--- config.mk ---
export PLATFORM = sky130hd
export DESIGN_NAME = seven_seg_decoder
export DESIGN_NICKNAME = d
export VERILOG_FILES = /design/src/rtl/seven_seg_decoder.sv
export SDC_FILE = /design/constraint.sdc
export NUM_CORES = 1
export LEC_CHECK = 0
export CAP_MARGIN = 20
export CORE_MARGIN = 2
export CORE_UTILIZATION = 40
export DETAILED_ROUTE_END_ITERATION = 10
export PLACE_DENSITY_LB_ADDON = 0.1
export REMOVE_ABC_BUFFERS = 1
export SYNTH_ARGS = -nofsm -noshare
export SYNTH_HDL_FRONTEND = slang
export SYNTH_SLANG_ARGS = --single-unit
--- constraint.sdc ---
create_clock -name clk_in -period 4.1 [get_ports clk_in]
set_input_delay 1.23 -clock clk_in [delete_from_list [all_inputs] [get_ports clk_in]]
set_output_delay 1.23 -clock clk_in [all_outputs]
set_load 0.01 [all_outputs]
--- src/rtl/seven_seg_decoder.sv ---
// rtl/seven_seg_decoder.sv - recovers eight hex digits from a multiplexed active-low seven-segment bus.
// Optional build macro: SEVEN_SEG_DECODER_CHANGE_ONLY_EN (publish only changed words or the first after stale).
module seven_seg_decoder #(
  parameter int SETTLE_CYCLES  = 16,
  parameter int TIMEOUT_CYCLES = 100_000
) (
  input  logic        clk_in,
  input  logic        rst_in,
  input  logic [6:0]  cat_in,
  input  logic [7:0]  an_in,
  output logic [31:0] val_out,
  output logic        valid_out,
  output logic        err_out,
  output logic        stale_out
);

  localparam int SW = $clog2(SETTLE_CYCLES);
  localparam int TW = $clog2(TIMEOUT_CYCLES);
  localparam logic [SW-1:0] SETTLE_MAX  = SW'(SETTLE_CYCLES - 1);
  localparam logic [TW-1:0] TIMEOUT_MAX = TW'(TIMEOUT_CYCLES - 1);

  // Raw bus kept as {cat, an}; all-ones is the idle (nothing lit) state.
  logic [14:0]   sync1, sync2, prev;
  logic [SW-1:0] settle_cnt;
  logic [TW-1:0] idle_cnt;
  logic          armed;
  logic [7:0]    mask;
  logic [31:0]   shadow;

  logic [6:0]  seg;
  logic [7:0]  sel;
  logic        changed, sel_changed, onehot, capture, ok, publish;
  logic [3:0]  nib;
  logic [2:0]  idx;
  logic [7:0]  new_mask;
  logic [31:0] shadow_upd;

  function automatic logic [4:0] decode(input logic [6:0] s);
    case (s)
      7'h3F: decode = 5'h10;
      7'h06: decode = 5'h11;
      7'h5B: decode = 5'h12;
      7'h4F: decode = 5'h13;
      7'h66: decode = 5'h14;
      7'h6D: decode = 5'h15;
      7'h7D: decode = 5'h16;
      7'h07: decode = 5'h17;
      7'h7F: decode = 5'h18;
      7'h6F: decode = 5'h19;
      7'h77: decode = 5'h1A;
      7'h7C: decode = 5'h1B;
      7'h39: decode = 5'h1C;
      7'h5E: decode = 5'h1D;
      7'h79: decode = 5'h1E;
      7'h71: decode = 5'h1F;
      default: decode = 5'h00;
    endcase
  endfunction

  always_comb begin
    seg         = ~sync2[14:8];
    sel         = ~sync2[7:0];
    changed     = (sync2 != prev);
    sel_changed = (sync2[7:0] != prev[7:0]);
    onehot      = (sel != 8'd0) && ((sel & (sel - 8'd1)) == 8'd0);
    // The data must also be unchanged this cycle, so a saturated count never captures a fresh value.
    capture     = armed && !changed && onehot && (settle_cnt == SETTLE_MAX);
    {ok, nib}   = decode(seg);
    idx = 3'd0;
    for (int i = 0; i < 8; i++) begin
      if (sel[i]) idx = 3'(i);
    end
    new_mask   = mask | sel;
    shadow_upd = shadow;
    shadow_upd[idx*4 +: 4] = nib;
  end

`ifdef SEVEN_SEG_DECODER_CHANGE_ONLY_EN
  assign publish = stale_out || (shadow_upd != val_out);
`else
  assign publish = 1'b1;
`endif

  always_ff @(posedge clk_in) begin
    if (rst_in) begin
      sync1      <= '1;
      sync2      <= '1;
      prev       <= '1;
      settle_cnt <= '0;
      idle_cnt   <= '0;
      armed      <= 1'b1;
      mask       <= 8'd0;
      shadow     <= 32'd0;
      val_out    <= 32'd0;
      valid_out  <= 1'b0;
      err_out    <= 1'b0;
      stale_out  <= 1'b1;
    end else begin
      sync1 <= {cat_in, an_in};
      sync2 <= sync1;
      prev  <= sync2;
      if (changed) settle_cnt <= '0;
      else if (settle_cnt != SETTLE_MAX) settle_cnt <= settle_cnt + SW'(1);
      if (sel_changed) armed <= 1'b1;
      else if (capture) armed <= 1'b0;
      valid_out <= 1'b0;
      err_out   <= 1'b0;
      if (capture) begin
        idle_cnt <= '0;
        if (ok) begin
          shadow <= shadow_upd;
          if (new_mask == 8'hFF) begin
            mask      <= 8'd0;
            stale_out <= 1'b0;
            if (publish) begin
              val_out   <= shadow_upd;
              valid_out <= 1'b1;
            end
          end else begin
            mask <= new_mask;
          end
        end else begin
          err_out <= 1'b1;
          mask    <= 8'd0;
        end
      end else if (idle_cnt == TIMEOUT_MAX) begin
        idle_cnt  <= '0;
        mask      <= 8'd0;
        stale_out <= 1'b1;
      end else begin
        idle_cnt <= idle_cnt + TW'(1);
      end
    end
  end

endmodule

After elaboration in Yosys (flattened, before gate mapping):

Index checks and enable logic that the tools add are counted.

* bits in registers: 142
* bits of input ports: 17
* output and inout port bits: 35
* logic and storage cells: 83

* $add $sub $neg: 4
* equality and inequality tests: 24
* shift-type cells: 2
* muxes and demuxes: 19
* bitwise gates (word level): 6
* reductions and logical operators: 16

Operator list (count)
* equality test 7 bit, second input constant: 12
* case mux 5 bit (16 select lines): 1
* negator 5 -> 34 bit: 1
* variable shift 4 x 34 -> 32 bit, first input constant: 1
* indexed part select 4 x 34 -> 32 bit: 1
* bitwise mux 32 bit: 1
* 2-to-1 mux 8 bit: 4
* 2-to-1 mux 3 bit: 6
* adder 17 x 1 -> 17 bit, second input constant: 1
* equality test 17 bit, second input constant: 1
* != test 15 bit: 1
* equality test 7 x 3 -> 1 bit, second input constant: 2
* equality test 7 x 6 -> 1 bit, second input constant: 2
* bitwise AND 8 bit: 1
* equality test 8 bit, second input constant: 1
* zero test 8 bit: 1
* != test 8 bit: 1
* inverter 8 bit: 1
* OR 8 bit: 1
* nonzero test 8 bit: 1
* subtractor 8 x 1 -> 8 bit, second input constant: 1
* 2-to-1 mux 1 bit: 7
* inverter 7 bit: 1
* AND reduction 3 bit: 2
* other kinds (11): 19

Logic depth before layout (Yosys ltp):

* depth after elaboration: 11
* gate-level depth with buffers: 14
* mapped depth without buffers: 11

Worst setup path before layout:

Ideal clock, no wire load.

* path type: reg2reg
* from: register sync2[1]
* to: register val_out[1]
* setup time: 115 ps
* data arrival time: 2912 ps
* data required time: 3985 ps
* path slack: 1072 ps
* cell stages (with the launch flop): 14
* path buffers: 2
* period minus slack after synthesis: 3028 ps
* cell sequence: dfxtp_1 > buf_2 > nand2b_1 > a211oi_1 > buf_2 > nor2_1 > ha_1 > ha_1 > nand2b_1 > nor4_1 > nor3b_2 > mux2i_1 > and4_1 > a31o_1

* word-level cells in the longest chain between the ends: 11
* elaborated cells on any way between the ends: 25
* classes of those cells: add/sub (2); eq/ne (2); shift (2); mux (8); bitwise (3); reduce/logical (8)

Ends and longest elaborated chain
* start, declared: line 23 `logic [14:0] sync1, sync2, prev;`
* start signal, assigned: line 100 `sync2 <= sync1;`
* inverter 8 bit: line 62 `sel = ~sync2[7:0];`
* 2-to-1 mux 1 bit: line 71 `if (sel[i]) idx = 3'(i);`
* 2-to-1 mux 3 bit (6 in a row): line 71
* negator 5 -> 34 bit: line 75 `shadow_upd[idx*4 +: 4] = nib;`
* indexed part select 4 x 34 -> 32 bit or variable shift 4 x 34 -> 32 bit (tied branches): line 75
* bitwise mux 32 bit: line 75
* end signal, assigned: line 116 `val_out <= shadow_upd;`
* end, declared: line 11 `output logic [31:0] val_out,`

Parallel ways exist; a longest one is shown, timed or not.
A chain may end at the register's enable or synchronous reset.

Worst setup path in the final report:

* from: register sync2[6]
* to: register val_out[25]

* word-level cells in the longest chain between the ends: 8
* elaborated cells on any way between the ends: 20
* classes of those cells: add/sub (2); eq/ne (2); shift (2); mux (3); bitwise (3); reduce/logical (8)

Ends and longest elaborated chain
* inverter 8 bit: line 62
* subtractor 8 x 1 -> 8 bit: line 65 `onehot = (sel != 8'd0) && ((sel & (sel - 8'd1)) == 8'd0);`
* bitwise AND 8 bit: line 65
* zero test 8 bit: line 65
* logical AND 1 bit: line 65
* logical AND 1 bit (2 in a row): line 67 `capture = armed && !changed && onehot && (settle_cnt == SETTLE_MAX);`
* AND reduction 3 bit (no source line)

Parallel ways exist; a longest one is shown, timed or not.

==> impl_metrics.json <==
{
  "synth-simple-area-share": 0.209,
  "syn_inst": 690,
  "synth_cell_types": 60,
  "final_common_cell": "dfxtp_1",
  "r2r-end": "val_out[25]$_SDFFE_PP0P_",
  "dpl_worst_slack_ns": 0.838,
  "drt_iter0_drc": 339,
  "cts_hold_buf": 0,
  "status": "completed",
  "core_area_mm2": 0.0153,
  "powerDensity_mw_per_mm2": 423,
  "antenna_found_initial": 0,
  "ir_worst_vdd_mv": 0.305,
  "path_max_fanout": 12,
  "netlist_area_mm2": 0.00627,
  "path_clk_slew_ns": 0.06,
  "slew-limit-headroom": 0.247,
  "ys.flop_type": "dfxtp_1",
  "rrSetupSlack_ns": 0.79,
  "fin_ws_ns": 0.795,
  "ios": 52,
  "diodes": 0,
  "worst_setup_path_start_kind": "register",
  "synth-xor-area-share": 0.0461,
  "fin_crit_ns": 3.31,
  "grt.total_usage": 0.186,
  "clock.fmax_mhz": 303,
  "drive_above_1_share": 0.149,
  "min_from": "sync1[11]$_SDFF_PP1_",
  "yosysWarningCount": 0,
  "cts.htree.levels": 4,
  "dpl_cell_area_mm2": 0.00689,
  "slew_violations": 0,
  "die_y_um": 129,
  "hold-path-endpoint": "sync2[11]$_SDFF_PP1_",
  "max_cap_viol_count": 0,
  "wl_per_cell_um": 15.5,
  "cp.required_ns": 4.43,
  "rsz0062_at_grt": "no",
  "portBuffers": 51,
  "avgSynthCellArea_um2": 9.08,
  "grt_max_degree": 62,
  "period_share": 0.806,
  "arrival_ns": 3.64,
  "cpPeakStageDelay_ns": 0.49,
  "cts_buffers": 17,
  "skew_ns": 0.00767,
  "synthAdderAreaFrac": 0.0116,
  "grt_pass1_vias": 4812,
  "fin_area_mm2": 0.00749,
  "n_fill_cell": 1440,
  "final_cell_mix": "142 x dfxtp_1, 68 x a21oi_1, 50 x clkdlybuf4s50_1",
  "crit_path_end_kind": "register",
  "cts.sinks": 142,
  "die_area_mm2": 0.0167,
  "clk_latency_ns": 0.43,
  "worst_path_most_repeated_cell": "ha_1",
  "cp_cell_sequence": "inv_1 > a211oi_1 > buf_4 > nor2_1 > ha_1 > ha_1 > nor3b_1 > o21ai_0 > or3_1 > nor3_1 > a21oi_1 > a311oi_1",
  "postCtsSetupRepairBufs": 0,
  "ant_nets": 0,
  "synth_compound_area_frac": 0.217,
  "initial_core_util": 0.411,
  "row_count": 45,
  "grt_pass1_wl_um": 24500,
  "synth_enable_flop_cells": 0,
  "regArea_mm2": 0.00284,
  "synthMuxAreaShare": 0.0112,
  "place_congestion": 0.840,
  "viasPerCell": 5.41,
  "setup_viol": 0,
  "ys_seq_elements": 142,
  "die_x_um": 129,
  "async_flop_share": 0,
  "hold_class": "reg -> reg",
  "routed_wl_um": 14600,
  "ys_seq_area_frac": 0.453,
  "r2r-start": "sync2[6]$_SDFF_PP1_",
  "power_leakage_uw": 0.00251,
  "cts_resized": 0,
  "multiInputGateArea_mm2": 0.00311,
  "path_class": "reg -> reg",
  "cts_buffer_depth": 2,
  "cts_tree": "built",
  "critPathSlowestCell": "or3_1",
  "holdWs_ns": 0.407,
  "reg2reg_depth": 12,
  "via_count": 5094,
  "firstDrtPassIters": 5,
  "holdPathStages": 1,
  "worst_pin_slew_ns": 1.13,
  "power_uw": 3160,
  "fin_nets": 740,
  "final_hold_viol_count": 0,
  "syn2layout_area_growth_pct": 19.4,
  "cts_root_buf": "clkbuf_16",
  "drc": 0,
  "dp_hpwl_um": 9670,
  "fin_tns_setup_ns": 0,
  "synth_top_family_by_area": "compound AO/OA/AOI/OAI gates",
  "grt-ovfl-total": 0
}
synth_stat cells (10+ instances only):
cell / n / share of area
a31oi_1: 10 / 0.010
nor3_1: 28 / 0.022
clkbuf_1: 28 / 0.017
o21ai_0: 37 / 0.030
o211ai_1: 32 / 0.038
nand2b_1: 12 / 0.012
xor2_1: 26 / 0.036
inv_1: 14 / 0.0084
nand2_1: 26 / 0.016
a311oi_1: 30 / 0.042
buf_2: 20 / 0.016
nand3_1: 10 / 0.0080
nor2_1: 38 / 0.023
or2_2: 45 / 0.045
a21oi_1: 68 / 0.054
dfxtp_1: 142 / 0.45
flip-flops by register name, summed over array words and instances (netlist names):
signal	flops
shadow	32
val_out	32
idle_cnt	17
prev	15
sync1	15
sync2	15
mask	8
settle_cnt	4
armed	1
err_out	1
stale_out	1
valid_out	1
kinds of logic (layout without fill, tap and decap cells):
logic type      count (synthesis)  count (layout)
buf+inv                        71             112
xor+xnor                       33              33
compound gates                205             205
simple gates                  226             226
flops                         142             142
mux                             7               7
fa+ha+maj                       6               6
per-layer routing:
metal	up-vias	track usage	wire, um
li1	2583	-	-
met3	23	0.0479	647
met1	2381	0.252	7180
met2	107	0.286	6500
met5	-	0	0
met4	0	0.0684	314
per-stage QoR:
step	cells	util
CTS	942	0.491
detailed placement	910	0.452
global route	942	0.491
floorplan	633	-
finish	942	0.491
global placement	910	0.452
power breakdown:
part           switching (uW)  internal (uW)  leakage (uW)  total (uW)
combinational             112           74.5       0.00107         187
sequential               21.6           1400       0.00115        1420
clock                     633            922      0.000284        1550
total                     767           2400       0.00251        3160
area by class of cell:
class,instances,share of cell area
clock buffer,18,0.0587
clock inverter,14,0.0211
inverter,14,0.00702
multi-input combinational,477,0.416
sequential,142,0.380
tap,211,0.0353
timing repair buffer,66,0.0826
critical path: cells and delay by family (launching register included):
family	cells	cell delay (ns)
simple gates	4	1.02
buf+inv	2	0.38
compound gates	4	0.78
fa+ha+maj	2	0.58
flops	1	0.44
how the worst max path moves through the flow:
stage / slack, ns / to / from
after floorplan: -0.10 / mask[0]$_SDFFE_PP0P_ / sync2[5]$_SDFF_PP1_
after global placement: 0.95 / val_out[17]$_SDFFE_PP0P_ / sync2[6]$_SDFF_PP1_
after detailed placement: 0.84 / val_out[25]$_SDFFE_PP0P_ / sync2[6]$_SDFF_PP1_
after CTS: 0.82 / val_out[25]$_SDFFE_PP0P_ / sync2[6]$_SDFF_PP1_
after global routing: 0.39 / val_out[24]$_SDFFE_PP0P_ / sync2[6]$_SDFF_PP1_
final: 0.79 / val_out[25]$_SDFFE_PP0P_ / sync2[6]$_SDFF_PP1_
Power figures use the tool's default switching activity.
